`src/rtl/pipeline_hazard_ctrl.sv`:
```
// Hazard controller for the 5-stage core. It produces the en/clear pair for the
// D, E, M and W pipeline registers and the PC enable. It also owns the
// multi-cycle mul/div sequencer and the fetch-discard flag used after a redirect.
//
// Handshake: there is no valid/ready pair here. Every output is a level for the
// current cycle, and a pipeline register obeys clear before en. Inputs are levels,
// except redirect, which is a single-cycle pulse.
module pipeline_hazard_ctrl #(
    parameter int MULDIV_LAT = 32,
    parameter int REG_W      = 5
) (
    input  logic             clk,
    input  logic             reset,
    input  logic [REG_W-1:0] d_rs,
    input  logic [REG_W-1:0] d_rt,
    input  logic             d_uses_rs,
    input  logic             d_uses_rt,
    input  logic [REG_W-1:0] e_rd,
    input  logic             e_is_load,
    input  logic             e_muldiv,
    input  logic             i_wait,
    input  logic             m_wait,
    input  logic             redirect,
    output logic             pc_en,
    output logic             d_en,
    output logic             d_clear,
    output logic             e_en,
    output logic             e_clear,
    output logic             m_en,
    output logic             m_clear,
    output logic             w_en,
    output logic             w_clear,
    output logic             muldiv_busy,
    output logic             muldiv_done,
    output logic             f_discard,
    output logic [1:0]       muldiv_state
);

    localparam int CNT_W = $clog2(MULDIV_LAT) + 1;

    typedef enum logic [1:0] {
        MD_IDLE = 2'd0,
        MD_BUSY = 2'd1,
        MD_DONE = 2'd2
    } md_state_t;

    md_state_t        state, state_n;
    logic [CNT_W-1:0] cnt, cnt_n;
    logic             done_q;
    logic             md_stall;
    logic             load_use;
    logic             e_en_int;

    // Hazard detection from the instructions currently in D and E.
    always_comb begin
        md_stall = e_muldiv && (state != MD_DONE);
        load_use = e_is_load && (e_rd != '0) &&
                   ((d_uses_rs && (d_rs == e_rd)) || (d_uses_rt && (d_rt == e_rd)));
    end

    // Pipeline register controls. The highest-priority stall wins, and redirect
    // flushes on top of it. A pending discard keeps the stale fetch out of D.
    always_comb begin
        pc_en   = 1'b1;
        d_en    = 1'b1;
        d_clear = 1'b0;
        e_en_int = 1'b1;
        e_clear = 1'b0;
        m_en    = 1'b1;
        m_clear = 1'b0;
        w_en    = 1'b1;
        w_clear = 1'b0;
        if (m_wait) begin
            pc_en    = 1'b0;
            d_en     = 1'b0;
            e_en_int = 1'b0;
            m_en     = 1'b0;
            w_clear  = 1'b1;
        end else begin
            if (md_stall) begin
                pc_en    = 1'b0;
                d_en     = 1'b0;
                e_en_int = 1'b0;
                m_clear  = 1'b1;
            end else if (load_use) begin
                pc_en   = 1'b0;
                d_en    = 1'b0;
                e_clear = 1'b1;
            end else if (i_wait) begin
                pc_en   = 1'b0;
                d_clear = 1'b1;
            end
            if (redirect) begin
                pc_en   = 1'b1;
                d_clear = 1'b1;
                e_clear = 1'b1;
                m_clear = 1'b1;
            end
            if (f_discard) begin
                d_clear = 1'b1;
            end
        end
        e_en = e_en_int;
        if (reset) begin
            pc_en   = 1'b0;
            d_en    = 1'b0;
            d_clear = 1'b1;
            e_en    = 1'b0;
            e_clear = 1'b1;
            m_en    = 1'b0;
            m_clear = 1'b1;
            w_en    = 1'b0;
            w_clear = 1'b1;
        end
    end

    // Mul/div sequencer next state. The IDLE cycle plus the BUSY cycles hold E
    // for MULDIV_LAT-1 cycles. DONE releases E on the first cycle E may advance.
    always_comb begin
        state_n = state;
        cnt_n   = cnt;
        case (state)
            MD_IDLE: begin
                if (e_muldiv && !redirect) begin
                    if (MULDIV_LAT <= 2) begin
                        state_n = MD_DONE;
                    end else begin
                        state_n = MD_BUSY;
                        cnt_n   = CNT_W'(MULDIV_LAT - 2);
                    end
                end
            end
            MD_BUSY: begin
                if (redirect) begin
                    state_n = MD_IDLE;
                    cnt_n   = '0;
                end else if (cnt <= CNT_W'(1)) begin
                    state_n = MD_DONE;
                    cnt_n   = '0;
                end else begin
                    cnt_n = cnt - CNT_W'(1);
                end
            end
            MD_DONE: begin
                if (redirect || e_en_int) begin
                    state_n = MD_IDLE;
                end
            end
            default: begin
                state_n = MD_IDLE;
                cnt_n   = '0;
            end
        endcase
    end

    // Sequencer state, the one-shot done pulse and the fetch-discard flag.
    always_ff @(posedge clk) begin
        if (reset) begin
            state     <= MD_IDLE;
            cnt       <= '0;
            done_q    <= 1'b0;
            f_discard <= 1'b0;
        end else begin
            state  <= state_n;
            cnt    <= cnt_n;
            done_q <= (state_n == MD_DONE) && (state != MD_DONE);
            if (redirect && i_wait) begin
                f_discard <= 1'b1;
            end else if (!i_wait) begin
                f_discard <= 1'b0;
            end
        end
    end

    // Status and debug views of the sequencer.
    always_comb begin
        muldiv_busy  = (state == MD_BUSY);
        muldiv_done  = done_q;
        muldiv_state = state;
    end

endmodule

```
`config.mk`:
```
export PLATFORM = sky130hd
export DESIGN_NAME = pipeline_hazard_ctrl
export DESIGN_NICKNAME = d
export VERILOG_FILES = /design/src/rtl/pipeline_hazard_ctrl.sv
export SDC_FILE = /design/constraint.sdc
export NUM_CORES = 1
export LEC_CHECK = 0
export ABC_AREA = 1
export CAP_MARGIN = 20
export CELL_PAD_IN_SITES_DETAIL_PLACEMENT = 1
export CELL_PAD_IN_SITES_GLOBAL_PLACEMENT = 1
export CORE_MARGIN = 2
export CORE_UTILIZATION = 28
export DETAILED_ROUTE_END_ITERATION = 12
export PLACE_DENSITY = 0.87
export RECOVER_POWER = 50
export SYNTH_ARGS = -nofsm -noshare
export SYNTH_HDL_FRONTEND = slang
export SYNTH_SLANG_ARGS = --single-unit
```
`constraint.sdc`:
```
create_clock -name clk -period 1.9 [get_ports clk]
set_input_delay 0.285 -clock clk [delete_from_list [all_inputs] [get_ports clk]]
set_output_delay 0.285 -clock clk [all_outputs]
set_load 0.02 [all_outputs]
```
==> flow_summary.yaml <==
routing:
  drtIter0Drc: 20
  vias: 1068
  met1_length_mm: 1.208
  top_layer: "met4"
  route.detailed.drc: 0
  met3_length_um: 85
  dr_wl_met2_mm: 1.485
  wire_per_inst_um: 12.17
  drt_pass1_iterations: 4
  wirelength_mm: 2.800
  viasPerCell: 4.643
  drtAntennaViolNets: 0
cts:
  cts.sink_count: 10
  cts_tree: "done"
  cts.clk_slew.worst_paths_ns: 0.06
  clockBufferDepth: 2
  h-tree-depth: 1
  cts_root_buffer: "clkbuf_4"
  clk_latency_ns: 0.27
  numCtsBuffers: 3
pwr:
  power_density_nw_per_um2: 507.5
  p_total_uw: 668.7
  power.leakage_uw: 0.0007489
  vdd_drop_max_v: 0.0004191
place:
  dp.cells: 227
  port_buffers: 37
  dp_hpwl_mm: 2.329
  routabilityCongestion: 0.8415
yosys:
  synthesis.nets: 171
  synth_seq_area_share: 0.2435
  syn_area_per_cell_sq_um: 5.669
  synth.area.top_cells: "dfxtp_1 24%, nand2_1 18%, inv_1 12%"
  synth_top_family_by_area: "simple AND/OR/NAND/NOR gates"
  synthDistinctLibCells: 21
  synth-adder-area-share: 0.03044
  yosys.area.top_type: "dfxtp_1"
  synthMuxAreaShare: 0
  ys_ff_latch: 10
  syn_area_sq_um: 822.0
  synth_cells: 145
  synth.top_cell.area_share: 0.2435
  synth_compound_area_frac: 0.1522
  synth_xor_area_frac: 0
  yosysWarnings: 0
  yosys.area_share.simple: 0.4231
timing:
  tns_ns: 0
  fmax_mhz: 549.7
  clock_skew_ns: 0.006210
  finalSetupViolCount: 0
  worst_pin_slew_ns: 0.4337
  rsz0062_at_grt: "yes"
  fin_crit_sh: 0.9575
  final.min_clock_period_ns: 1.819
  fin_hold_ws_ns: 0.5408
  drv_slew: 0
  hold_viol: 0
  max_slew_margin: 0.7089
grt:
  grt-ovfl-total: 0
  grt_max_degree: 7
  grtUsageTotal: 0.1754
  grt_first_pass_wirelength_mm: 4.623
  grt_pass1_vias: 1124
  antenna_found_initial: 0
job:
  drv_cap: 0
worst_hold_path:
  hp-class: "reg2reg"
  holdCritStartpoint: "muldiv_state[1]"
  hold_path_depth: 2
setup_path:
  crit_path_end_kind: "output pin"
  worstPathArrival_ns: 1.53
  rr_endpoint: "muldiv_state[0]"
  worstSetupPathType: "in2out"
  crit_fanout: 2
  ff2ff_path_depth: 7
  rr_startpoint: "cnt[0]"
  cp_data_required_time_ns: 1.62
  reg2reg_slack_ns: 0.36
  startpoint: "m_wait"
  cp-endpoint: "e_en"
  critPathLaunchType: "input port"
finish:
  fin_cells: 230
  fin_nets: 227
  fin_util: 0.4737
  drive_gt1_frac: 0.1910
  syn_to_final_growth_pct: 60.27
  antenna_cells: 0
floorplanning:
  die_h_um: 58.19
  initial_core_util: 0.2955
  die_x_um: 58.19
  rows: 19
  core_area_sq_um: 2781
  ioPinCount: 38
  die_area_sq_um: 3385
outcome:
  outcome: "finished clean"
## worst max-delay path, stage by stage
cell and delay (ns):
clkdlybuf4s50_1 0.44, nor2_1 0.18, inv_1 0.08, nor2_2 0.13
buf_4 0.12, clkdlybuf4s15_1 0.29
## flip-flops by register name, summed over array words and instances (netlist names)
| signal | cells |
|---|---|
| muldiv_state | 2 |
| cnt | 6 |
| f_discard | 1 |
| muldiv_done | 1 |
## area by class of cell
class | count | area, sq um
Clock buffer | 3 | 22.52
Fill cell | 392 | 1464
Inverter | 33 | 123.9
Multi-Input combinational cell | 102 | 479.2
Sequential cell | 10 | 200.2
Tap cell | 31 | 38.79
Timing Repair Buffer | 51 | 452.9
## per-layer routing
layer  GRT usage  up-vias
met4     0.02990        0
met5           0        -
met1      0.1897      489
met3     0.04241        2
li1            -      551
met2      0.3442       26
## cells by family (layout without fill, tap and decap cells)
group                      after synthesis  count (layout)
and+or+nand+nor                         79              79
buffers and inverters                   33              87
AOI/OAI and AO/OA                       21              21
DFF                                     10              10
adders and majority gates                2               2
## per-stage QoR
| stage | area (sq um) | setup slack, ns |
|---|---|---|
| floorplan | 822.0 | 0.01752 |
| global placement | 1336 | -0.4612 |
| detailed placement | 1336 | -0.5157 |
| CTS | 1330 | 0.008156 |
| global route | 1318 | -0.01255 |
| finish | 1318 | 0.08068 |
## power breakdown
| part | switching, uW | internal [uW] | leakage (uW) |
|---|---|---|---|
| clock network | 72.9 | 73.2 | 0.0000138 |
| registers | 17.8 | 228 | 0.0000821 |
| logic | 152 | 125 | 0.000653 |
## repair_timing
| action | CTS | global route |
|---|---|---|
| pin swaps | 4 | 7 |
| setup endpoints to repair | 9 | 7 |
| hold buffers | 0 | 0 |
| resized for setup | 35 | 9 |
| setup buffers | 0 | 0 |
| endpoints found under the hold margin | 0 | 0 |
## cell usage after synthesis
library cell and number:
nor2_2 5, nor3_1 2, nand2_1 40, o22ai_1 2, ha_1 2, o21ai_1 2
o211ai_2 1, nand3_1 6, a21oi_2 1, nand4_1 1, and2_1 1, o21ai_2 1
inv_2 7, o211ai_1 1, nor2_1 22, o21ai_0 9, a21oi_1 4, nand3b_4 1
dfxtp_1 10, inv_1 26, nor2_4 1
## cells in the final DEF, fill, tap and decap left out, drive strengths merged
master / Yosys / routed
inv: 33 / 33
nand2: 40 / 40
o22ai: 2 / 2
ha: 2 / 2
buf: 0 / 18
dlygate4sd3: 0 / 3
a21oi: 5 / 5
o211ai: 2 / 2
clkdlybuf4s15: 0 / 2
nand3: 6 / 6
dlygate4sd2: 0 / 12
o21ai: 12 / 12
nor3: 2 / 2
and2: 1 / 1
nand3b: 1 / 1
clkbuf: 0 / 4
nand4: 1 / 1
dlymetal6s2s: 0 / 5
dfxtp: 10 / 10
nor2: 28 / 28
clkdlybuf4s50: 0 / 10
## worst min path at each step
stage	end	slack, ns
floorplan	muldiv_state[1]	0.35
global placement	muldiv_done	0.51
detailed placement	muldiv_done	0.52
CTS	muldiv_done	0.54
global route	muldiv_done	0.56
finish	muldiv_done	0.54
Power figures use the tool's default switching activity.
